[src/rtl/control_unit_if.sv]
// control_unit_if: control bus between the Mini-SRC control sequencer and the datapath.
// master = sequencer side (drives strobes), slave = datapath side (drives ir/Stop).
// Optional macro CU_SINGLE_STEP_EN adds the Step request line.
interface control_unit_if;
   logic [31:0] ir;
   logic        Stop;
`ifdef CU_SINGLE_STEP_EN
   logic        Step;
`endif
   logic        Run;
   logic        PCout, MARin, IncPC, Zin, Zlowout, PCin, Read, Write, MDRin, MDRout;
   logic        IRin, Yin, Gra, Grb, Grc, Rin, Rout, BAout, Cout;
   logic [4:0]  opcode;

`ifdef CU_SINGLE_STEP_EN
   modport master (
      input  ir, Stop, Step,
      output Run, PCout, MARin, IncPC, Zin, Zlowout, PCin, Read, Write, MDRin, MDRout,
             IRin, Yin, Gra, Grb, Grc, Rin, Rout, BAout, Cout, opcode
   );
   modport slave (
      output ir, Stop, Step,
      input  Run, PCout, MARin, IncPC, Zin, Zlowout, PCin, Read, Write, MDRin, MDRout,
             IRin, Yin, Gra, Grb, Grc, Rin, Rout, BAout, Cout, opcode
   );
`else
   modport master (
      input  ir, Stop,
      output Run, PCout, MARin, IncPC, Zin, Zlowout, PCin, Read, Write, MDRin, MDRout,
             IRin, Yin, Gra, Grb, Grc, Rin, Rout, BAout, Cout, opcode
   );
   modport slave (
      output ir, Stop,
      input  Run, PCout, MARin, IncPC, Zin, Zlowout, PCin, Read, Write, MDRin, MDRout,
             IRin, Yin, Gra, Grb, Grc, Rin, Rout, BAout, Cout, opcode
   );
`endif
endinterface

[src/rtl/control_unit.sv]
// control_unit: hardwired Moore sequencer for the Mini-SRC datapath.
// Fetch T0-T2 is common; execute T3-T7 is decoded from ir[31:27].
// Optional macro CU_SINGLE_STEP_EN adds a PAUSE state released by Step.
module control_unit #(
   parameter logic [4:0] ADD_OP = 5'b00011
) (
   input  logic           Clock,
   input  logic           clear,
   control_unit_if.master bus
);

   typedef enum logic [3:0] {
      StRst, StT0, StT1, StT2, StT3, StT4, StT5, StT6, StT7, StHalt
`ifdef CU_SINGLE_STEP_EN
      , StPause
`endif
   } state_t;

   state_t r_state, w_state_next, w_boundary_next;
   logic [4:0] r_opcode, w_opcode;
   logic [4:0] w_op;
   logic w_ld, w_ldi, w_st, w_addi, w_alu, w_halt, w_imm, w_mem, w_exec;

   logic w_run, w_pcout, w_marin, w_incpc, w_zin, w_zlowout, w_pcin, w_read, w_write;
   logic w_mdrin, w_mdrout, w_irin, w_yin, w_gra, w_grb, w_grc, w_rin, w_rout;
   logic w_baout, w_cout;

   assign w_op   = bus.ir[31:27];
   assign w_ld   = (w_op == 5'b00000);
   assign w_ldi  = (w_op == 5'b00001);
   assign w_st   = (w_op == 5'b00010);
   assign w_addi = (w_op == 5'b01011);
   assign w_halt = (w_op == 5'b11011);
   assign w_alu  = (w_op == 5'b00011) || (w_op == 5'b00100) ||
                   (w_op == 5'b01001) || (w_op == 5'b01010);
   assign w_imm  = w_ldi || w_addi;
   assign w_mem  = w_ld || w_st;
   assign w_exec = w_imm || w_mem || w_alu;

   // State and held ALU opcode; clear zeroes both without waiting for Clock.
   always_ff @(posedge Clock or negedge clear) begin
      if (!clear) begin
         r_state  <= StRst;
         r_opcode <= 5'b00000;
      end else begin
         r_state  <= w_state_next;
         r_opcode <= w_opcode;
      end
   end

   // Next state; w_boundary_next is where an instruction goes after its last state.
   always_comb begin
      w_boundary_next = StT0;
`ifdef CU_SINGLE_STEP_EN
      w_boundary_next = StPause;
`endif
      if (bus.Stop) w_boundary_next = StHalt;

      w_state_next = r_state;
      unique case (r_state)
         StRst:   w_state_next = StT0;
         StT0:    w_state_next = StT1;
         StT1:    w_state_next = StT2;
         // nop and undefined ops end here; their boundary is the end of T2
         StT2:    w_state_next = w_exec ? StT3 : (w_halt ? StHalt : w_boundary_next);
         StT3:    w_state_next = StT4;
         StT4:    w_state_next = StT5;
         StT5:    w_state_next = w_mem ? StT6 : w_boundary_next;
         StT6:    w_state_next = StT7;
         StT7:    w_state_next = w_boundary_next;
         StHalt:  w_state_next = StHalt;
`ifdef CU_SINGLE_STEP_EN
         StPause: w_state_next = bus.Stop ? StHalt : (bus.Step ? StT0 : StPause);
`endif
         default: w_state_next = StRst;
      endcase
   end

   // Moore outputs decoded from state and ir[31:27]; opcode holds unless set in T4.
   always_comb begin
      w_run = 1'b1;
      {w_pcout, w_marin, w_incpc, w_zin, w_zlowout, w_pcin, w_read, w_write} = '0;
      {w_mdrin, w_mdrout, w_irin, w_yin, w_gra, w_grb, w_grc, w_rin, w_rout} = '0;
      {w_baout, w_cout} = '0;
      w_opcode = r_opcode;
      unique case (r_state)
         StT0: {w_pcout, w_marin, w_incpc, w_zin} = 4'b1111;
         StT1: {w_zlowout, w_pcin, w_read, w_mdrin} = 4'b1111;
         StT2: {w_mdrout, w_irin} = 2'b11;
         StT3: begin
            w_grb  = 1'b1;
            w_yin  = 1'b1;
            w_rout = w_alu || w_addi;
            w_baout = !(w_alu || w_addi);
         end
         StT4: begin
            w_zin = 1'b1;
            if (w_alu) begin
               w_grc    = 1'b1;
               w_rout   = 1'b1;
               w_opcode = w_op;
            end else begin
               w_cout   = 1'b1;
               w_opcode = ADD_OP;
            end
         end
         StT5: begin
            w_zlowout = 1'b1;
            if (w_mem) begin
               w_marin = 1'b1;
            end else begin
               w_gra = 1'b1;
               w_rin = 1'b1;
            end
         end
         StT6: begin
            w_mdrin = 1'b1;
            if (w_st) begin
               w_gra  = 1'b1;
               w_rout = 1'b1;
            end else begin
               w_read = 1'b1;
            end
         end
         StT7: begin
            if (w_st) begin
               w_write = 1'b1;
            end else begin
               w_mdrout = 1'b1;
               w_gra    = 1'b1;
               w_rin    = 1'b1;
            end
         end
         StRst:  w_run = 1'b0;
         StHalt: w_run = 1'b0;
         default: w_run = 1'b1;
      endcase
   end

   assign bus.Run     = w_run;
   assign bus.PCout   = w_pcout;
   assign bus.MARin   = w_marin;
   assign bus.IncPC   = w_incpc;
   assign bus.Zin     = w_zin;
   assign bus.Zlowout = w_zlowout;
   assign bus.PCin    = w_pcin;
   assign bus.Read    = w_read;
   assign bus.Write   = w_write;
   assign bus.MDRin   = w_mdrin;
   assign bus.MDRout  = w_mdrout;
   assign bus.IRin    = w_irin;
   assign bus.Yin     = w_yin;
   assign bus.Gra     = w_gra;
   assign bus.Grb     = w_grb;
   assign bus.Grc     = w_grc;
   assign bus.Rin     = w_rin;
   assign bus.Rout    = w_rout;
   assign bus.BAout   = w_baout;
   assign bus.Cout    = w_cout;
   assign bus.opcode  = w_opcode;

endmodule

[src/flat_wrapper.sv]
// flat-port wrapper written by rule: the top's interface ports become plain ports
module control_unit_flat 
#(
   parameter logic [4:0] ADD_OP = 5'b00011
)
  (Clock, clear, bus_ir, bus_Stop, bus_Run, bus_PCout, bus_MARin, bus_IncPC, bus_Zin, bus_Zlowout, bus_PCin, bus_Read, bus_Write, bus_MDRin, bus_MDRout, bus_IRin, bus_Yin, bus_Gra, bus_Grb, bus_Grc, bus_Rin, bus_Rout, bus_BAout, bus_Cout, bus_opcode);
  control_unit_if bus_i ();
  input  logic Clock;
  input  logic clear;
  input wire logic [$bits(bus_i.ir)-1:0] bus_ir;
  input wire logic [$bits(bus_i.Stop)-1:0] bus_Stop;
  output wire logic [$bits(bus_i.Run)-1:0] bus_Run;
  output wire logic [$bits(bus_i.PCout)-1:0] bus_PCout;
  output wire logic [$bits(bus_i.MARin)-1:0] bus_MARin;
  output wire logic [$bits(bus_i.IncPC)-1:0] bus_IncPC;
  output wire logic [$bits(bus_i.Zin)-1:0] bus_Zin;
  output wire logic [$bits(bus_i.Zlowout)-1:0] bus_Zlowout;
  output wire logic [$bits(bus_i.PCin)-1:0] bus_PCin;
  output wire logic [$bits(bus_i.Read)-1:0] bus_Read;
  output wire logic [$bits(bus_i.Write)-1:0] bus_Write;
  output wire logic [$bits(bus_i.MDRin)-1:0] bus_MDRin;
  output wire logic [$bits(bus_i.MDRout)-1:0] bus_MDRout;
  output wire logic [$bits(bus_i.IRin)-1:0] bus_IRin;
  output wire logic [$bits(bus_i.Yin)-1:0] bus_Yin;
  output wire logic [$bits(bus_i.Gra)-1:0] bus_Gra;
  output wire logic [$bits(bus_i.Grb)-1:0] bus_Grb;
  output wire logic [$bits(bus_i.Grc)-1:0] bus_Grc;
  output wire logic [$bits(bus_i.Rin)-1:0] bus_Rin;
  output wire logic [$bits(bus_i.Rout)-1:0] bus_Rout;
  output wire logic [$bits(bus_i.BAout)-1:0] bus_BAout;
  output wire logic [$bits(bus_i.Cout)-1:0] bus_Cout;
  output wire logic [$bits(bus_i.opcode)-1:0] bus_opcode;
  assign bus_i.ir = bus_ir;
  assign bus_i.Stop = bus_Stop;
  assign bus_Run = bus_i.Run;
  assign bus_PCout = bus_i.PCout;
  assign bus_MARin = bus_i.MARin;
  assign bus_IncPC = bus_i.IncPC;
  assign bus_Zin = bus_i.Zin;
  assign bus_Zlowout = bus_i.Zlowout;
  assign bus_PCin = bus_i.PCin;
  assign bus_Read = bus_i.Read;
  assign bus_Write = bus_i.Write;
  assign bus_MDRin = bus_i.MDRin;
  assign bus_MDRout = bus_i.MDRout;
  assign bus_IRin = bus_i.IRin;
  assign bus_Yin = bus_i.Yin;
  assign bus_Gra = bus_i.Gra;
  assign bus_Grb = bus_i.Grb;
  assign bus_Grc = bus_i.Grc;
  assign bus_Rin = bus_i.Rin;
  assign bus_Rout = bus_i.Rout;
  assign bus_BAout = bus_i.BAout;
  assign bus_Cout = bus_i.Cout;
  assign bus_opcode = bus_i.opcode;
  control_unit #(.ADD_OP(ADD_OP)) u_core (.Clock(Clock), .clear(clear), .bus(bus_i));
endmodule
[config.mk]
export PLATFORM = sky130hd
export DESIGN_NAME = control_unit_flat
export DESIGN_NICKNAME = d
export VERILOG_FILES = /design/src/rtl/control_unit_if.sv /design/src/rtl/control_unit.sv /design/src/flat_wrapper.sv
export SDC_FILE = /design/constraint.sdc
export NUM_CORES = 1
export LEC_CHECK = 0
export ABC_AREA = 1
export BUFFER_PORTS_ARGS = -buffer_cell sky130_fd_sc_hd__buf_2
export CAP_MARGIN = 20
export CORE_MARGIN = 2
export CORE_UTILIZATION = 35
export CTS_BUF_LIST = sky130_fd_sc_hd__clkbuf_8
export DETAILED_ROUTE_END_ITERATION = 6
export GPL_ROUTABILITY_DRIVEN = 0
export PLACE_DENSITY = 0.88
export SLEW_MARGIN = 20
export SYNTH_ARGS = -nofsm -noshare
export SYNTH_HDL_FRONTEND = slang
export SYNTH_SLANG_ARGS = --single-unit
[constraint.sdc]
create_clock -name Clock -period 1.2 [get_ports Clock]
set_clock_uncertainty 0.15 [all_clocks]
set_input_delay 0.12 -clock Clock [delete_from_list [all_inputs] [get_ports Clock]]
set_output_delay 0.12 -clock Clock [all_outputs]
set_load 0.01 [all_outputs]
-- Yosys cells after proc, flatten, opt, wreduce, memory -nomap -nowiden
Cells that the tools add are included.
- bits of input ports: 35
- register bits: 9
- output and inout port bits: 25
- logic and storage cells: 65
- reduce and logical (&&, ||, !) cells: 15
- equal/unequal tests: 17
- muxes and demuxes: 31
- operators with widths (operator ; count):
    $pmux 4 s10 ; 1
    $mux 1 ; 18
    $eq 4x3->1 const B ; 4
    $mux 4 ; 4
    $eq 5x4->1 const B ; 3
    $eq 5x2->1 const B ; 2
    $mux 5 ; 2
    $eq 4x2->1 const B ; 2
    $eq 4x4->1 const B ; 2
    $logic_or 1x1->1 ; 8
    $pmux 1 s2 ; 4
    $reduce_or 2->1 ; 4
    $pmux 1 s3 ; 2
    $eq 5x1->1 const B ; 1
    $eq 5x3->1 const B ; 1
    $eq 5x5->1 const B ; 1
    $logic_not 5->1 ; 1
    $eq 4x1->1 const B ; 1
    $logic_not 4->1 ; 1
    $logic_not 1->1 ; 1

-- Longest topological paths before layout
- depth after elaboration: 7
- gate-level depth with buffers: 8
- depth with buffers taken out: 8

-- Worst setup path after synthesis
Ideal clock, no wire load.
- path kind: reg2out
- from: register u_core.r_state[1]
- to: output bus_Rout
- required time: 0.930 ns
- stages on the path, launching flop included: 6
- setup slack: -0.173 ns
- arrival: 1.103 ns
- path buffers: 0
- cell sequence: dfrtp_1 > nor2_1 > inv_1 > nor2_1 > nand2_1 > nand3b_1
- word-level cells in the longest chain between the ends: 2
- elaborated cells between the ends (all ways): 4
- classes of those cells: eq/ne (3); mux (1)
- ends and longest elaborated chain (element ; RTL line ; RTL):
    start, declared ; control_unit.sv:19 ; state_t r_state, w_state_next, w_boundary_next;
    start signal, assigned ; control_unit.sv:43 ; r_state <= StRst;
    start signal, assigned ; control_unit.sv:46 ; r_state <= w_state_next;
    $eq 4x3->1 ; control_unit.sv:86 ; unique case (r_state)
    $pmux 1 s3 (*) ; control_unit.sv:86 ;
    end, declared ; flat_wrapper.sv:29 ; output wire logic [$bits(bus_i.Rout)-1:0] bus_Rout;
Every way passes the cells marked *; elsewhere a longest branch is shown, timed or not.

-- Worst setup path after layout
- from: register u_core.r_state[1]
- to: output bus_Read
- word-level cells in the longest chain between the ends: 2
- elaborated cells between the ends (all ways): 3
- classes of those cells: eq/ne (2); mux (1)
- ends and longest elaborated chain (element ; RTL line ; RTL):
    $eq 4x3->1 or $eq 4x2->1 (tied branches) ; control_unit.sv:86 ;
    $pmux 1 s2 (*) ; control_unit.sv:86 ;
    end, declared ; flat_wrapper.sv:19 ; output wire logic [$bits(bus_i.Read)-1:0] bus_Read;
Marked as above.

==> impl_metrics.toml <==
[die]
core-area_um2 = 1960
ioPinCount = 60
start_util_pct = 37.0
fp-row-count = 16
fp.dieArea_um2 = 2450
die_h_um = 49.5
die_w_um = 49.5

[layout]
nNetsFinal = 222
mostFrequentLayoutCell = "buf_4"
design_area_um2 = 1420
drive_above_1_share_pct = 62.4
fin_cells = 213
num_antenna_cells = 0
area_growth_pct = 95.3
final_cell_mix = "buf_4, buf_2, nand2_1"

[power]
power.density_nw_per_um2 = 2190
p_sw_share_pct = 44.9
clkPwrFrac_pct = 11.3
vdd_drop_max_uv = 1430
power_frac_comb_pct = 73.2
cell_internal_pwr_uw = 1710
power_switching_uw = 1400
power.leakage_uw = 0.000839
seq_power_share_pct = 15.6

[grt]
track_usage_pct = 20.6
grt_max_degree = 10
grt_pass1_vias = 946
grt_pass1_wl_um = 3930
antenna_found_initial = 0
overflow = 0

[sta]
rsz0062_at_grt = "yes"
max_freq_mhz = 579
tightest_slew_ns = 0.255
fin_crit_ns = 1.73
setup_violations = 34
fin_crit_sh_pct = 144
maxSlewViolCount = 0
hold_viol_final = 0
relSlewSlack_pct = 82.9
setup_slack_ns = -0.526

[yosys]
synth_cells = 110
yosysSeqAreaShare_pct = 31.0
syn_area_um2 = 726
syn_avg_cell_area_um2 = 6.60
ys_ff_latch = 9
yosys_warnings = 0
synthTopCellsByArea = "dfrtp_1, nand2_1, nor2_1"
synth_fp_nets = 145
yosysTopAreaCell = "dfrtp_1"
synth_cell_types = 19
yosys.area.top_type_share_pct = 31.0

[detailed_routing]
totalWireLength_um = 2760
routedWlPerCell_um = 13.0
drt_iter0_markers = 21
drc = 0
vias = 1006
route.antenna.remaining_nets = 0
first_pass_iters = 5
viasPerCell = 4.72

[worst_setup_path]
crit_arrival_ns = 1.46
cp-start-kind = "flip-flop"
crit_fanout = 4
cp.required_ns = 0.93
crit_path_end_kind = "output port"
path_class = "reg -> out"
r2r-start = "u_core.r_state[0]"
reg2reg_depth = 9
r2r_end = "u_core.r_state[3]"
rrSetupSlack_ns = -0.39

[min_path]
worstHoldStart = "bus_ir[30]"
holdPathEnd = "u_core.r_opcode[3]"
min_path_type = "in -> reg"
min_path_cells = 4

[cts]
cts_buffer_depth = 2
numCtsBuffers = 3
clockRootBuffer = "clkbuf_8"
clk_latency_ns = 0.23
clk_pin_slew_ns = 0.05
cts_tree = "done"
htree_levels = 1
cts_sinks = 9

[outcome]
status = "complete, but fails checks"
violations = "setup timing"

[place]
hpwl_um = 1860
place_inst = 194
io_buffers = 32
dpl_cell_area_um2 = 1130

[run]
max_cap_viol_count = 0
logic make-up after synthesis:
family | after synthesis | share of synthesized area [%]
AO/OA/AOI/OAI | 7 | 5.00
AND/OR/NAND/NOR | 71 | 50.7
buffers and inverters | 23 | 13.3
flip-flops | 9 | 31.0
power groups by stage:
stage	clock, uW	combinational [uW]	sequential, uW
floorplan	0	884	489
global placement	0	1550	481
detailed placement	0	1610	487
CTS	357	1750	489
global route	380	2440	491
finish	350	2270	483
worst max-delay path: stages, from the launching register on:
cell and delay [ns]:
dfrtp_1 0.39, buf_4 0.17, inv_2 0.07, nor3_4 0.23, inv_1 0.11, o21ai_2 0.12, buf_2 0.14
area by class of cell:
class	instances	area (um2)
Fill cell	176	544
Timing Repair Buffer	74	514
Multi-Input combinational cell	78	513
Sequential cell	9	226
Inverter	21	83.8
Clock buffer	3	41.3
Tap cell	27	33.8
Clock inverter	1	5.00
per-stage QoR:
stage | TNS, ns | util, % | setup slack (ns) | hold slack [ns] | power (uW)
6_report | -12.59 | 72.3 | -0.526 | 0.0968 | 3110
3_3_place_gp | -3.75 | 57.5 | -0.228 | -0.175 | 2030
4_1_cts | -11.48 | 63.6 | -0.492 | 0.0811 | 2590
5_1_grt | -15.12 | 72.3 | -0.609 | 0.106 | 3310
3_5_place_dp | -5.01 | 57.5 | -0.294 | -0.169 | 2090
2_1_floorplan | -2.12 | - | -0.148 | -0.326 | 1370
flip-flops by register name, summed over array words and instances (netlist names):
register	flops
u_core.r_opcode	5
u_core.r_state	4
what timing repair did:
| item | 4_1_cts | 5_1_grt |
|---|---|---|
| setup endpoints to repair | 33 | 34 |
| buffers inserted | 6 | 10 |
| gates resized for setup | 6 | 26 |
| hold endpoints to repair | 9 | 0 |
| hold buffers | 1 | 0 |
| pin swaps | 3 | 4 |
Yosys cell counts:
library cell  count
nor3_2            2
a31oi_1           1
nand3b_1          1
dfrtp_1           9
nor2_1           18
nand3_2           1
nand2_4           2
nor2_8            2
inv_2             5
nand3_1          10
inv_4             1
a21oi_1           5
buf_4             2
nor3_1            3
nand2_1          26
nand4_1           4
nor2_2            2
inv_1            15
o21ai_1           1
worst max path at each step:
stage / start / to / slack (ns) / depth (start not counted)
after global routing: u_core.r_state[0] / bus_Rout / -0.61 / 8
final: u_core.r_state[1] / bus_Read / -0.53 / 6
after floorplan: u_core.r_state[1] / bus_Rout / -0.15 / 6
after CTS: u_core.r_state[0] / bus_Rout / -0.49 / 7
after detailed placement: u_core.r_state[0] / bus_opcode[2] / -0.29 / 9
after global placement: u_core.r_state[0] / bus_Rout / -0.23 / 8
per-layer routing:
metal	track usage (%)	vias to the layer above	share of wire (%)
met2	40.7	51	56
li1	-	495	-
met4	6.48	0	1.7
met5	0	-	0
met1	21.6	456	37
met3	3.64	4	5.8
No activity file was read; power rests on OpenSTA's default activity.
